<file path="src/rtl/dsk_prefetch_pkg.sv">
// rtl/dsk_prefetch_pkg.sv - shared types and constants for the disk track prefetcher
package dsk_prefetch_pkg;

    // Fetch/serve state; encoding is fixed so it can be probed from the outside.
    typedef enum logic [1:0] {
        IDLE   = 2'd0,
        PRIME  = 2'd1,
        STREAM = 2'd2
    } dsk_state_t;

    // Byte presented when nothing valid is available (reset, underrun).
    localparam logic [7:0] FILL_BYTE = 8'hFF;

    // Width of the FIFO level counter; covers a full FIFO at the maximum depth of 32.
    localparam int LEVEL_W = 6;

    // Pointer width for a power-of-two FIFO; a depth-1 FIFO still gets one bit.
    function automatic int fifoPtrW(input int depth);
        return (depth > 1) ? $clog2(depth) : 1;
    endfunction

endpackage

</file>
<file path="src/rtl/dsk_word_fifo.sv">
// rtl/dsk_word_fifo.sv - DEPTH x 16 synchronous word FIFO with flush and level output
//
// Ports:
//   clk, _reset          clock, asynchronous active-low reset
//   flush                drop all content (wins over push/pop in the same clk)
//   push, pushData       write one word when not full
//   pop                  discard the head word when not empty
//   headData             current head word (valid while not empty)
//   level, full, empty   occupancy
module dsk_word_fifo
    import dsk_prefetch_pkg::*;
#(
    parameter int DEPTH = 8
) (
    input  logic               clk,
    input  logic               _reset,
    input  logic               flush,
    input  logic               push,
    input  logic [15:0]        pushData,
    input  logic               pop,
    output logic [15:0]        headData,
    output logic [LEVEL_W-1:0] level,
    output logic               full,
    output logic               empty
);

    localparam int PW = fifoPtrW(DEPTH);

    logic [15:0]        mem [DEPTH];
    logic [PW-1:0]      wrPtr;
    logic [PW-1:0]      rdPtr;
    logic               doPush;
    logic               doPop;

    assign full     = (level == LEVEL_W'(DEPTH));
    assign empty    = (level == '0);
    assign doPush   = push && !full && !flush;
    assign doPop    = pop && !empty && !flush;
    assign headData = mem[rdPtr];

    // DEPTH is a power of two, so the pointers wrap naturally.
    always_ff @(posedge clk or negedge _reset) begin
        if (!_reset) begin
            wrPtr <= '0;
            rdPtr <= '0;
            level <= '0;
        end else if (flush) begin
            wrPtr <= '0;
            rdPtr <= '0;
            level <= '0;
        end else begin
            if (doPush) begin
                wrPtr <= wrPtr + PW'(1);
            end
            if (doPop) begin
                rdPtr <= rdPtr + PW'(1);
            end
            level <= level + LEVEL_W'(doPush) - LEVEL_W'(doPop);
        end
    end

    always_ff @(posedge clk) begin
        if (doPush) begin
            mem[wrPtr] <= pushData;
        end
    end

endmodule

</file>
<file path="src/rtl/dsk_track_prefetch.sv">
// rtl/dsk_track_prefetch.sv - fetches one disk track from RAM and streams it as bytes
//
// Ports:
//   clk, _reset                      clock, asynchronous active-low reset
//   memoryLatch, dskReadAck          extra-bus slot handshake; capture on both high
//   memoryDataIn                     RAM read word
//   dskReadAddr                      byte offset into the disk image, stable per slot
//   trackStart, trackBase, trackLen  load a track and restart fetching
//   trackStop                        abort to IDLE
//   byteReq, byteOut, byteValid      byte stream to the drive model, MSB first
//   underrun                         byte requested while streaming with no data
//   busy, fifoLevel                  status
//   underrunCount                    saturating underrun counter (DSK_PREFETCH_STATS_EN only)
module dsk_track_prefetch
    import dsk_prefetch_pkg::*;
#(
    parameter int DEPTH       = 8,
    parameter int PRIME_WORDS = 2
) (
    input  logic        clk,
    input  logic        _reset,
    input  logic        memoryLatch,
    input  logic        dskReadAck,
    input  logic [15:0] memoryDataIn,
    output logic [21:0] dskReadAddr,
    input  logic        trackStart,
    input  logic        trackStop,
    input  logic [21:0] trackBase,
    input  logic [15:0] trackLen,
    input  logic        byteReq,
    output logic [7:0]  byteOut,
    output logic        byteValid,
    output logic        underrun,
    output logic        busy,
    output logic [5:0]  fifoLevel
`ifdef DSK_PREFETCH_STATS_EN
    ,
    output logic [15:0] underrunCount
`endif
);

    dsk_state_t  state;
    dsk_state_t  nextState;

    logic [21:0] baseAddr;
    logic [15:0] lenEven;
    logic [15:0] offset;
    logic        phase;

    logic        ctrlEvent;
    logic        fetching;
    logic        capture;
    logic        serveOk;
    logic        serve;
    logic        starve;
    logic        fifoFull;
    logic        fifoEmpty;
    logic [15:0] headData;
    logic        unusedBits;

    // Addresses are word aligned; the low bits of base and length are dropped.
    assign unusedBits = trackBase[0] ^ trackLen[0];

    assign busy      = (state != IDLE);
    assign ctrlEvent = trackStart || trackStop;
    assign fetching  = (state == PRIME) || (state == STREAM);
    // A slot that lands on a start/stop clk is discarded along with the old track.
    assign capture   = dskReadAck && memoryLatch && fetching && !fifoFull && !ctrlEvent;
    assign serveOk   = (state == STREAM) && byteReq && !ctrlEvent;
    assign serve     = serveOk && !fifoEmpty;
    assign starve    = serveOk && fifoEmpty;

    always_ff @(posedge clk or negedge _reset) begin
        if (!_reset) begin
            state <= IDLE;
        end else begin
            state <= nextState;
        end
    end

    always_comb begin
        nextState = state;
        if (trackStart) begin
            nextState = (trackLen[15:1] != 15'd0) ? PRIME : IDLE;
        end else if (trackStop) begin
            nextState = IDLE;
        end else if ((state == PRIME) && (fifoLevel >= LEVEL_W'(PRIME_WORDS))) begin
            nextState = STREAM;
        end
    end

    always_ff @(posedge clk or negedge _reset) begin
        if (!_reset) begin
            baseAddr    <= '0;
            lenEven     <= '0;
            offset      <= '0;
            dskReadAddr <= '0;
            phase       <= 1'b0;
            byteOut     <= FILL_BYTE;
            byteValid   <= 1'b0;
            underrun    <= 1'b0;
        end else begin
            byteValid <= serve;
            underrun  <= starve;
            if (trackStart) begin
                baseAddr    <= {trackBase[21:1], 1'b0};
                lenEven     <= {trackLen[15:1], 1'b0};
                dskReadAddr <= {trackBase[21:1], 1'b0};
                offset      <= '0;
                phase       <= 1'b0;
            end else if (trackStop) begin
                phase <= 1'b0;
            end else if (capture) begin
                // Last word of the track: rewind to emulate continuous rotation.
                if (offset == lenEven - 16'd2) begin
                    offset      <= '0;
                    dskReadAddr <= baseAddr;
                end else begin
                    offset      <= offset + 16'd2;
                    dskReadAddr <= dskReadAddr + 22'd2;
                end
            end
            if (serve) begin
                byteOut <= phase ? headData[7:0] : headData[15:8];
                phase   <= ~phase;
            end else if (starve) begin
                byteOut <= FILL_BYTE;
            end
        end
    end

`ifdef DSK_PREFETCH_STATS_EN
    always_ff @(posedge clk or negedge _reset) begin
        if (!_reset) begin
            underrunCount <= '0;
        end else if (trackStart) begin
            underrunCount <= '0;
        end else if (starve && (underrunCount != 16'hFFFF)) begin
            underrunCount <= underrunCount + 16'd1;
        end
    end
`else
    // Statistics disabled: no underrun counter.
`endif

    dsk_word_fifo #(
        .DEPTH(DEPTH)
    ) u_fifo (
        .clk      (clk),
        ._reset   (_reset),
        .flush    (ctrlEvent),
        .push     (capture),
        .pushData (memoryDataIn),
        .pop      (serve && phase),
        .headData (headData),
        .level    (fifoLevel),
        .full     (fifoFull),
        .empty    (fifoEmpty)
    );

endmodule
</file>
<file path="config.mk">
export PLATFORM = sky130hd
export DESIGN_NAME = dsk_track_prefetch
export DESIGN_NICKNAME = d
export VERILOG_FILES = /design/src/rtl/dsk_prefetch_pkg.sv /design/src/rtl/dsk_word_fifo.sv /design/src/rtl/dsk_track_prefetch.sv
export SDC_FILE = /design/constraint.sdc
export NUM_CORES = 1
export LEC_CHECK = 0
export ABC_AREA = 1
export CORE_AREA = 2 2 168 170
export DETAILED_ROUTE_END_ITERATION = 8
export DIE_AREA = 0 0 170 172
export GPL_TIMING_DRIVEN = 0
export PLACE_DENSITY = 0.64
export SLEW_MARGIN = 40
export SYNTH_ARGS = -nofsm -noshare
export SYNTH_HDL_FRONTEND = slang
export SYNTH_HIERARCHICAL = 1
export SYNTH_SLANG_ARGS = --single-unit
export TNS_END_PERCENT = 50
</file>
<file path="constraint.sdc">
create_clock -name clk -period 3.76 [get_ports clk]
set_input_delay 0.564 -clock clk [delete_from_list [all_inputs] [get_ports clk]]
set_output_delay 0.564 -clock clk [all_outputs]
set_load 0.05 [all_outputs]
</file>
==> impl_metrics.ini <==
[synth]
avgSynthCellArea_um2 = 9.23
yosys.cell_types.count = 44
syn_inst = 1168
ys_async_sr_fraction = 0.431
synth_compound_area_frac = 0.0940
syn_nets = 1247
ys_seq_area_frac = 0.583
yosys.area_share.xor_xnor = 0.0284
synth.area.top_cells = edfxtp_1, dfrtp_1, nand2_1
synth_edf_count = 128
yosysTopAreaCellShare = 0.357
synth_top_family_by_area = simple AND/OR/NAND/NOR gates
netlist_area_mm2 = 0.0108
ys_warn_count = 6
synthMuxAreaShare = 0
synthAdderAreaFrac = 0.0216
ys_seq_elements = 225
synth_largest_area_cell = edfxtp_1
synth_simple_gate_area_share = 0.214
synth_top_flop_cell = edfxtp_1

[critical_path]
rr_startpoint = u_fifo/level[2]
cpPeakStageDelay_ns = 0.40
cp-end-kind = flop
critPathKind = flop to flop
path_cells = inv_1 -> ha_1 -> nand3_1 -> inv_1 -> nor2_1 -> nand4_1 -> inv_1 -> nand2_1 -> nor2_1 -> inv_1 -> ha_1 -> inv_1 -> ha_1 -> fa_1 -> nand2_1 -> nand2_1 -> a21oi_1 -> nand2_1 -> nand2_1 -> nor2_1
critPathSlowestCell = dfrtp_1
crit_path_max_fanout = 4
cp-start-kind = flop
startpoint = u_fifo/level[2]
crit_arrival_ns = 3.59
required_ns = 4.17

[global_route]
grt_pass1_wl_um = 43700
met1_usage = 0.252
grt_max_degree = 60
grt_util_met2 = 0.325
grt_pass1_vias = 8280
busiest_layer = met2
grt_overflow_total = 0
met3_usage = 0.0346
track_usage = 0.191
antenna_found_initial = 0

[route]
num_vias = 8443
dr.pass1.iters = 8
drc = 0
drt-initial-drc-count = 861
via_per_inst = 5.08
avgRoutedWirePerCell_um = 16.7
wirelength_um = 27700
ant_nets = 0

[pwr]
total_power_uw = 5950
power.leakage_uw = 0.00552
ir_worst_vdd_uv = 323
power_density_mw_per_mm2 = 451

[die]
row_count = 61
die_y_um = 172
io_pins = 100
start_util = 0.392
core_mm2 = 0.0275
die_width_um = 170
die_area_mm2 = 0.0292

[finish]
stdcell_count = 1661
fin_nets = 1376
antenna_cells = 0
layout_commonest_cell = nand2_1
mostFrequentLayoutCells = nand2_1, nor2_1, edfxtp_1
drive_gt1_frac = 0.0806
area_delta_synth_final_pct = 22.4
fillers = 2533

[sta]
timing_hold_violations_final = 0
fin_crit_ns = 3.18
slew_headroom = 0.560
finalCritPeriodShare = 0.846
setup_viol = 0
fin_worst_skew_ns = 0.0190
slew_viol_final = 0
hold_ws_ns = 0.465
fmax_mhz = 314
tns_ns = 0
worstMarginPinSlew_ns = 0.660
rsz0062_at_grt = no

[status]
status = complete, no violations

[place]
finalWeightedCongestion = 0.878
dp.cells = 1616
place_hpwl_um = 19600
portBuffers = 96

[cts]
cts_resized = 0
numClockSinks = 225
clock_tree.root_cell = clkbuf_16
clk_latency_ns = 0.53
cts-hold-fix-buffers = 1
cts_tree = yes
htree_levels = 1
postCtsSetupRepairBufs = 0
cts_buffer_depth = 3
clkTransAtPathRegs_ns = 0.06
numCtsBuffers = 24

[worst_hold_path]
worstHoldPathType = flop to flop
holdCritStartpoint = baseAddr[21]

[flow_run]
max-cap-violations = 0
==> per-stage QoR <==
step                       util  cell area, um^2  setup slack (ns)
after global routing      0.480            13200             0.206
final                     0.480            13200             0.580
after global placement    0.443            12200             -1.80
after detailed placement  0.449            12300             0.124
after floorplan               -            10800             0.674
after CTS                 0.480            13200             0.563
==> synthesized netlist by cell type, types with 2 or more instances <==
cell type    n
nand3b_1     3
inv_1       86
edfxtp_1   128
o22ai_1      9
clkbuf_2     2
ha_1        17
nand4_1     10
nor2_2       3
xor2_1      22
buf_8        2
nor3_1       6
nand3_1     47
buf_6        6
nor2_1     172
nand2_2      3
dfstp_2      8
o21ai_0     70
buf_2        6
clkbuf_1    14
o21bai_1     4
o221ai_1     8
buf_4       11
o21ai_1     58
a21oi_1     29
nand2_1    315
dfrtp_1     89
nor4_1       3
a21oi_2      7
buf_1        3
xnor2_1     13
==> worst paths after layout <==
path / end / cells past startpoint / slack (ns)
max in group asynchronous: baseAddr[10] / 3 / 2.64
worst min-delay path: baseAddr[21] / 2 / 0.46
min in group asynchronous: lenEven[12] / 2 / 0.52
worst min register to register: baseAddr[21] / 2 / 0.46
worst max register to register: u_fifo/level[4] / 20 / 0.58
worst max-delay path: u_fifo/level[4] / 20 / 0.58
==> final cells by class <==
class / instances / area [um^2] / share of cell area
plain buffers: 45 / 304 / 0.0230
well taps: 346 / 433 / 0.0328
repair buffers: 103 / 1080 / 0.0817
inverters: 88 / 330 / 0.0250
flip-flops and latches: 225 / 6280 / 0.476
clock buffers: 36 / 696 / 0.0527
multi-input cells: 810 / 3920 / 0.297
clock inverters: 8 / 151 / 0.0115
==> metal layers <==
metal | share of wire | vias to the layer above | wire, um
li1 | - | 4112 | -
met1 | 0.44 | 3987 | 12100
met2 | 0.47 | 293 | 13000
met3 | 0.068 | 51 | 1880
met4 | 0.025 | 0 | 694
met5 | 0 | - | 0
==> critical path, delay by kind of cell (launching register included) <==
family / cells / cell delay [ns]
flip-flops: 1 / 0.40
AND/OR/NAND/NOR: 10 / 0.96
AO/OA/AOI/OAI: 1 / 0.19
buffers and inverters: 5 / 0.43
adder cells (fa/ha/maj): 4 / 1.08
==> registers in the layout, indices dropped and copies added (netlist names) <==
register and cells:
u_fifo/mem 128, baseAddr 21, dskReadAddr 21, lenEven 15, offset 15, byteOut 8, u_fifo/level 6, u_fifo/rdPtr 3
u_fifo/wrPtr 3, state 2, byteValid 1, phase 1, underrun 1
==> cell families (layout without fill, tap and decap cells) <==
family,count (synthesis),after routing
other cells,1,1
flops,225,225
simple gates,570,570
compound gates,186,186
xor+xnor,35,35
buf+inv,133,280
fa+ha+maj,18,18
==> power by group <==
| group | internal, uW | switching [uW] | total, uW | leakage, uW |
|---|---|---|---|---|
| logic | 244 | 412 | 656 | 0.00275 |
| clock network | 1550 | 958 | 2510 | 0.000415 |
| registers | 2690 | 89.6 | 2780 | 0.00236 |
(Power assumes the default switching activity.)
